<file path="config.mk">
export PLATFORM = sky130hd
export DESIGN_NAME = loss_parent_fwd
export DESIGN_NICKNAME = d
export VERILOG_FILES = /design/src/rtl/loss_parent_fwd.sv
export SDC_FILE = /design/constraint.sdc
export NUM_CORES = 2
export LEC_CHECK = 0
export ABC_AREA = 1
export ABC_CLOCK_PERIOD_IN_PS = 17950
export BUFFER_PORTS_ARGS = -buffer_cell sky130_fd_sc_hd__buf_2
export CAP_MARGIN = 10
export CORE_MARGIN = 2
export CORE_UTILIZATION = 53
export DETAILED_ROUTE_END_ITERATION = 12
export PLACE_DENSITY_LB_ADDON = 0.08
export SYNTH_ARGS = -nofsm -noshare
export SYNTH_HDL_FRONTEND = slang
export SYNTH_SLANG_ARGS = --single-unit
</file>
<file path="constraint.sdc">
create_clock -name clk -period 17.95 [get_ports clk]
set_clock_uncertainty 0.2 [all_clocks]
set_input_delay 1.795 -clock clk [delete_from_list [all_inputs] [get_ports clk]]
set_output_delay 1.795 -clock clk [all_outputs]
set_load 0.005 [all_outputs]
</file>
<file path="src/rtl/loss_parent_fwd.sv">
// Forward-pass MSE loss: L = (1/N) * sum (H-Y)^2 over one batch.
// Ports: clk/rst, start+N+1/N, H/Y/valid stream; loss_out/valid, busy, overflow.
module loss_parent_fwd #(
  parameter int WIDTH     = 16,
  parameter int FRAC      = 8,
  parameter int ACC_WIDTH = 48,
  parameter int MAX_BATCH = 256,
  localparam int CNT_W    = $clog2(MAX_BATCH + 1)
) (
  input  logic             clk,
  input  logic             rst,
  input  logic             start,
  input  logic [CNT_W-1:0] batch_size_in,
  input  logic [WIDTH-1:0] inv_batch_size_in,
  input  logic [WIDTH-1:0] H_in,
  input  logic [WIDTH-1:0] Y_in,
  input  logic             valid_in,
  output logic [WIDTH-1:0] loss_out,
  output logic             loss_valid,
  output logic             busy,
  output logic             overflow
);

  localparam int MAG_W = WIDTH + 1;
  localparam int SQ_W  = 2 * WIDTH + 2;
  localparam int P_W   = ACC_WIDTH + WIDTH;
  localparam int R_W   = P_W - 2 * FRAC;

  localparam logic [1:0] IDLE  = 2'd0;
  localparam logic [1:0] ACCUM = 2'd1;
  localparam logic [1:0] SCALE = 2'd2;

  localparam logic [CNT_W-1:0] ONE  = CNT_W'(1);
  localparam logic [CNT_W-1:0] MAXN = CNT_W'(MAX_BATCH);
  localparam logic [WIDTH-1:0] POS_MAX = {1'b0, {(WIDTH-1){1'b1}}};

  logic [1:0]           state;
  logic [CNT_W-1:0]     n_reg;
  logic [CNT_W-1:0]     count;
  logic [WIDTH-1:0]     inv_reg;
  logic [ACC_WIDTH-1:0] acc;

  logic signed [WIDTH:0] diff;
  logic [MAG_W-1:0]      mag;
  logic [SQ_W-1:0]       sq;
  logic [ACC_WIDTH:0]    sum;
  logic [ACC_WIDTH-1:0]  acc_next;
  logic                  acc_clamp;
  logic [P_W-1:0]        p;
  logic [R_W-1:0]        r;
  logic                  r_sat;
  logic                  take_start;
  logic                  take_sample;
  logic                  last;

  // Sign-extend to WIDTH+1 so the difference can never wrap.
  assign diff = $signed({H_in[WIDTH-1], H_in})
              - $signed({Y_in[WIDTH-1], Y_in});
  assign mag  = diff[WIDTH] ? MAG_W'(-diff) : MAG_W'(diff);
  assign sq   = {{(SQ_W-MAG_W){1'b0}}, mag}
              * {{(SQ_W-MAG_W){1'b0}}, mag};

  assign sum = {1'b0, acc}
             + {{(ACC_WIDTH+1-SQ_W){1'b0}}, sq};
  assign acc_clamp = sum[ACC_WIDTH];
  assign acc_next  = acc_clamp ? '1 : sum[ACC_WIDTH-1:0];

  // Product carries 3*FRAC fraction bits; drop 2*FRAC to land on Q.FRAC.
  assign p     = {{WIDTH{1'b0}}, acc} * {{ACC_WIDTH{1'b0}}, inv_reg};
  assign r     = R_W'(p >> (2 * FRAC));
  assign r_sat = |r[R_W-1:WIDTH-1];

  assign take_start = (state == IDLE) && start
                   && (batch_size_in != '0)
                   && (batch_size_in <= MAXN);
  assign take_sample = (state == ACCUM) && valid_in;
  assign last        = (count + ONE) == n_reg;
  assign busy        = (state != IDLE);

  always_ff @(posedge clk or posedge rst) begin
    if (rst) begin
      state      <= IDLE;
      n_reg      <= '0;
      count      <= '0;
      inv_reg    <= '0;
      acc        <= '0;
      loss_out   <= '0;
      loss_valid <= 1'b0;
      overflow   <= 1'b0;
    end else begin
      loss_valid <= 1'b0;
      unique case (1'b1)
        take_start: begin
          n_reg    <= batch_size_in;
          inv_reg  <= inv_batch_size_in;
          acc      <= '0;
          count    <= '0;
          overflow <= 1'b0;
          state    <= ACCUM;
        end
        take_sample: begin
          acc   <= acc_next;
          count <= count + ONE;
          if (acc_clamp) overflow <= 1'b1;
          if (last) state <= SCALE;
        end
        (state == SCALE): begin
          loss_out   <= r_sat ? POS_MAX : r[WIDTH-1:0];
          if (r_sat) overflow <= 1'b1;
          loss_valid <= 1'b1;
          state      <= IDLE;
        end
        default: ;
      endcase
    end
  end

endmodule

</file>
; Word level (Yosys, flattened, before mapping)
; Index checks and enable logic that the tools add are counted.
[totals]
reg_bits = 102
output_inout_bits = 19
word_cells = 44
[classes]
addsub = 4
multipliers = 2
n_lt_le_gt_ge = 1
eq_ne = 6
muxes = 11
n_reduce_logical = 12
[ops]
columns = op, n
row1 = one-hot mux 48 bit (2 select lines), 1
row2 = multiplier 48 x 16 -> 64 bit, 1
row3 = adder 48 x 34 -> 49 bit, 1
row4 = two-way mux 48 bit, 1
row5 = multiplier 17 x 17 -> 34 bit, 1
row6 = OR reduction 33 bit, 1
row7 = one-hot mux 9 bit (2 select lines), 1
row8 = two-way mux 17 bit, 1
row9 = negator 17 bit, 1
row10 = subtractor 16 x 16 -> 17 bit, 1
row11 = two-way mux 16 bit, 1
row12 = adder 9 x 1 -> 9 bit (second input constant), 1
row13 = equality test 9 bit, 1
row14 = <= comparator 9 bit (second input constant), 1
row15 = nonzero test 9 bit, 1
row16 = one-hot mux 2 bit (3 select lines), 1
row17 = logical AND 1 bit, 4
row18 = != test 2 bit (second input constant), 2
row19 = nonzero test 2 bit, 2
row20 = two-way mux 1 bit, 3
row21 = one-hot mux 1 bit (3 select lines), 1
row22 = AND reduction 3 bit, 1
row23 = nonzero test 3 bit, 1
row24 = equality test 2 x 1 -> 1 bit (second input constant), 1
row25 = other kinds (5), 5

; Depth between registers and ports, before layout
[depth]
word_depth = 7
ltp_mapped = 50
ltp_nobuf = 49

; Worst setup path before layout
; OpenSTA, ideal clock, no wires.
[synth_timing]
path_type = input to register
from = in H_in[0]
to = reg acc[47]
setup_ps = 83
t_arrival_ps = 9021
t_required_ps = 17667
slack_ps = 8647
path_stages = 40
n_path_buf = 1
path_cell_list = inv_1 ha_1 fa_1 inv_1 nand3_1 and2_4 o21ai_2 xnor2_2 nand3_1 nor3_2 nand4_1 nand3_2 nand2_4 buf_6 nor2_1 fa_1 fa_1 inv_1 [... 4 more ...] inv_1 fa_1 inv_1 ha_1 nand2_1 nor2_1 nand2_1 nor4_1 nand2_1 nand2_1 nand2_1 nand2_1 nand2_1 nor2_1 inv_2 nand2_1 o21ai_1 o21ai_0
[synth_via]
elab_chain_len = 7
[synth_rtl]
columns = element, line_no
row1 = "start, declared", 15  ; input logic [WIDTH-1:0] H_in,
row2 = subtractor 16 x 16 -> 17 bit *, 58  ; - $signed({Y_in[WIDTH-1], Y_in});
row3 = negator 17 bit, 59  ; assign mag = diff[WIDTH] ? MAG_W'(-diff) : MAG_W'(diff);
row4 = two-way mux 17 bit *, 59
row5 = multiplier 17 x 17 -> 34 bit *, 61  ; * {{(SQ_W-MAG_W){1'b0}}, mag};
row6 = adder 48 x 34 -> 49 bit *, 64  ; + {{(ACC_WIDTH+1-SQ_W){1'b0}}, sq};
row7 = two-way mux 48 bit *, 66  ; assign acc_next = acc_clamp ? '1 : sum[ACC_WIDTH-1:0];
row8 = one-hot mux 48 bit (2 select lines) *, 92  ; unique case (1'b1)
row9 = "end signal, assigned", 102  ; acc <= acc_next;
row10 = "end, declared", 41  ; logic [ACC_WIDTH-1:0] acc;
; Mark *: on every way between the ends. The rest lies on a longest branch, timed or not.
; A chain may end at the register's enable or synchronous reset.

; Final worst setup path
[layout_timing]
from = in H_in[0]
to = reg acc[22]
; The elaborated chain is that of the path after synthesis.

==> impl_metrics.toml <==
[worst_hold_path]
min_to = "acc[10]$_DFFE_PP0P_"
hold_start = "acc[10]$_DFFE_PP0P_"
holdPathStages = 2
hold_class = "flop to flop"

[synth]
synth-adder-area-share_pct = 48.5
synth_top_area_cell = "fa_1"
synth-simple-area-share_pct = 19.6
synth_compound_area_share_pct = 4.42
synth_area_um2 = 42500
synth-xor-area-share_pct = 1.90
synth_top_family_by_area = "adder cells"
synth_commonest_cells = "inv_1, nand2_1, fa_1, nor2_1, ha_1"
ys_ff_latch = 102
synth.avg_cell_area_um2 = 7.17
synth_edf_count = 0
synth_most_common_cell = "inv_1"
synth_cells = 5936
yosysTopAreaCellShare_pct = 40.7
synth_ff_type = "dfrtp_1"
yosys_warnings = 0
synthMuxAreaShare_pct = 0.424
yosysUniqueCellTypes = 54
ys_seq_area_share_pct = 6.00
netlist_top_cells_area = "fa_1, inv_1, nand2_1, ha_1, dfrtp_1"
async_reset_ff_share_pct = 100

[detailed_routing]
totalWireLength_mm = 119
antenna_left = 0
drc = 0
avgRoutedWirePerCell_um = 17.2
drt-initial-drc-count = 2353
vias = 34899
firstDrtPassIters = 6
viasPerCell = 5.05

[cts]
cts_resized = 0
clk_pin_slew_ns = 0.08
cts_buffers = 9
cts_setup_buffers = 0
clockBufferDepth = 2
clock-sinks = 102
cts_max_level = 3
cts_tree = "done"
clk_latency_ns = 0.43
root_buffer = "clkbuf_16"
hold_buffers = 0

[place]
io_buffers = 79
post-place-cells = 6893
dp_slack_ns = 7.27
dp_hpwl_mm = 97.5
gp_congestion = 0.973

[floorplanning]
die_h_um = 287
ios = 80
start_util_pct = 53.7
core-area_um2 = 79300
die_area_um2 = 82500
rows = 103
dieWidth_um = 287

[finish]
fill_cells = 7965
area_delta_synth_final_pct = 3.41
instances_no_fill = 6909
drive_gt1_share_pct = 3.48
diodes = 0
largest_register_ff_count = 48
nets = 7044

[worst_setup_path]
crit_path_max_fanout = 16
cp.depth = 37
cpLargestDelayFamily = "adder cells"
arrival_ns = 10.51
r2r_slack_ns = 9.96
cp_slowest_cell = "xnor2_2"
rr_endpoint = "loss_out[11]$_DFFE_PP0P_"
crit_buf_inv = 8
worstRegToRegCells = 29
crit_top_cell = "fa_1"
critPathLaunchType = "input port"
endpoint_kind = "flop"
max_stage_delay_ns = 0.70
rr_startpoint = "inv_reg[7]$_DFFE_PP0P_"
worstSetupPathType = "input port to flop"
critical_path_required_ns = 18.04

[grt]
grt_pass1_vias = 36559
antenna_found_initial = 0
grt_max_degree = 57
gr-total-overflow = 0
grt_pass1_wl_mm = 197
grt_usage_pct = 30.6

[timing]
fin_ws_ns = 7.53
setup_violations = 0
slew_headroom_pct = 31.0
finalHoldViolations = 0
period_share_pct = 58.0
fmax_mhz = 96.0
slew_violations = 0
worst_pin_slew_ns = 1.04
rsz0062_at_grt = "false"
period_needed_ns = 10.42
tns_ns = 0

[status]
status = "finished clean"

[run]
maxCapViolations = 0
==> worst max path at each step <==
stage	endpoint	startpoint	slack, ns
after floorplan	acc[47]$_DFFE_PP0P_	H_in[0]	8.65
after global placement	acc[22]$_DFFE_PP0P_	H_in[0]	7.42
after detailed placement	acc[43]$_DFFE_PP0P_	H_in[0]	7.27
after CTS	acc[44]$_DFFE_PP0P_	H_in[0]	7.70
after global routing	acc[43]$_DFFE_PP0P_	H_in[0]	6.84
final	acc[22]$_DFFE_PP0P_	H_in[0]	7.53
==> worst register-to-register path, delay by kind of cell, from the launching register on <==
| kind | cells | cell delay [ns] |
|---|---|---|
| adder cells (fa/ha/maj) | 7 | 3.40 |
| flip-flops | 1 | 0.87 |
| AND/OR/NAND/NOR | 13 | 2.06 |
| AO/OA/AOI/OAI | 1 | 0.24 |
| buffers and inverters | 8 | 1.06 |
==> routing by layer <==
metal  share of wire [%]  vias to the layer above  track usage (%)
li1                    -                    16421                -
met1                  43                    17195             41.6
met2                  48                     1077             52.0
met3                 5.6                      206             2.37
met4                 3.3                        0             9.79
met5                   0                        -                0
==> per-stage QoR <==
step | hold slack, ns | utilization [%] | instance area, um2
2_1_floorplan | 0.264 | - | 42600
4_1_cts | 0.290 | 55.5 | 44000
3_5_place_dp | 0.268 | 55.1 | 43700
6_report | 0.288 | 55.5 | 44000
5_1_grt | 0.317 | 55.5 | 44000
3_3_place_gp | 0.268 | 55.1 | 43700
==> logic make-up (layout without fill, tap and decap cells) <==
| group | Yosys count | after routing |
|---|---|---|
| AO/OA/AOI/OAI | 342 | 342 |
| XOR/XNOR | 85 | 85 |
| adder cells (fa/ha/maj) | 1129 | 1129 |
| buffers and inverters | 2156 | 2070 |
| flip-flops | 102 | 102 |
| multiplexers | 16 | 16 |
| other | 2 | 11 |
| AND/OR/NAND/NOR | 2104 | 2104 |
==> cell usage in the layout (no fill, tap or decap), types with 16 or more instances in the layout <==
master and instances:
nor3_1 25, mux2_2 16, dfrtp_1 101, buf_4 32, xnor2_1 24, inv_1 1925
nor2_1 303, xor2_1 54, o21ai_0 125, nand3_1 109, fa_1 864, nand4_1 22
ha_1 265, buf_2 79, o21bai_1 26, inv_2 16, nand2_1 1575, a21oi_1 136
==> layout make-up <==
class / instances / area, um2 / share of cell area [%]
clock buffer: 9 / 225 / 0.512
sequential: 102 / 2550 / 5.80
inverter: 1943 / 7300 / 16.6
multi-input combinational: 3687 / 31900 / 72.4
timing repair buffer: 111 / 636 / 1.44
clock inverter: 7 / 97.6 / 0.222
tap: 1050 / 1310 / 2.99
Power is left out: the tool's default activity adds up to more than one toggle a clock period on the data nets, which glitch-free logic cannot reach.
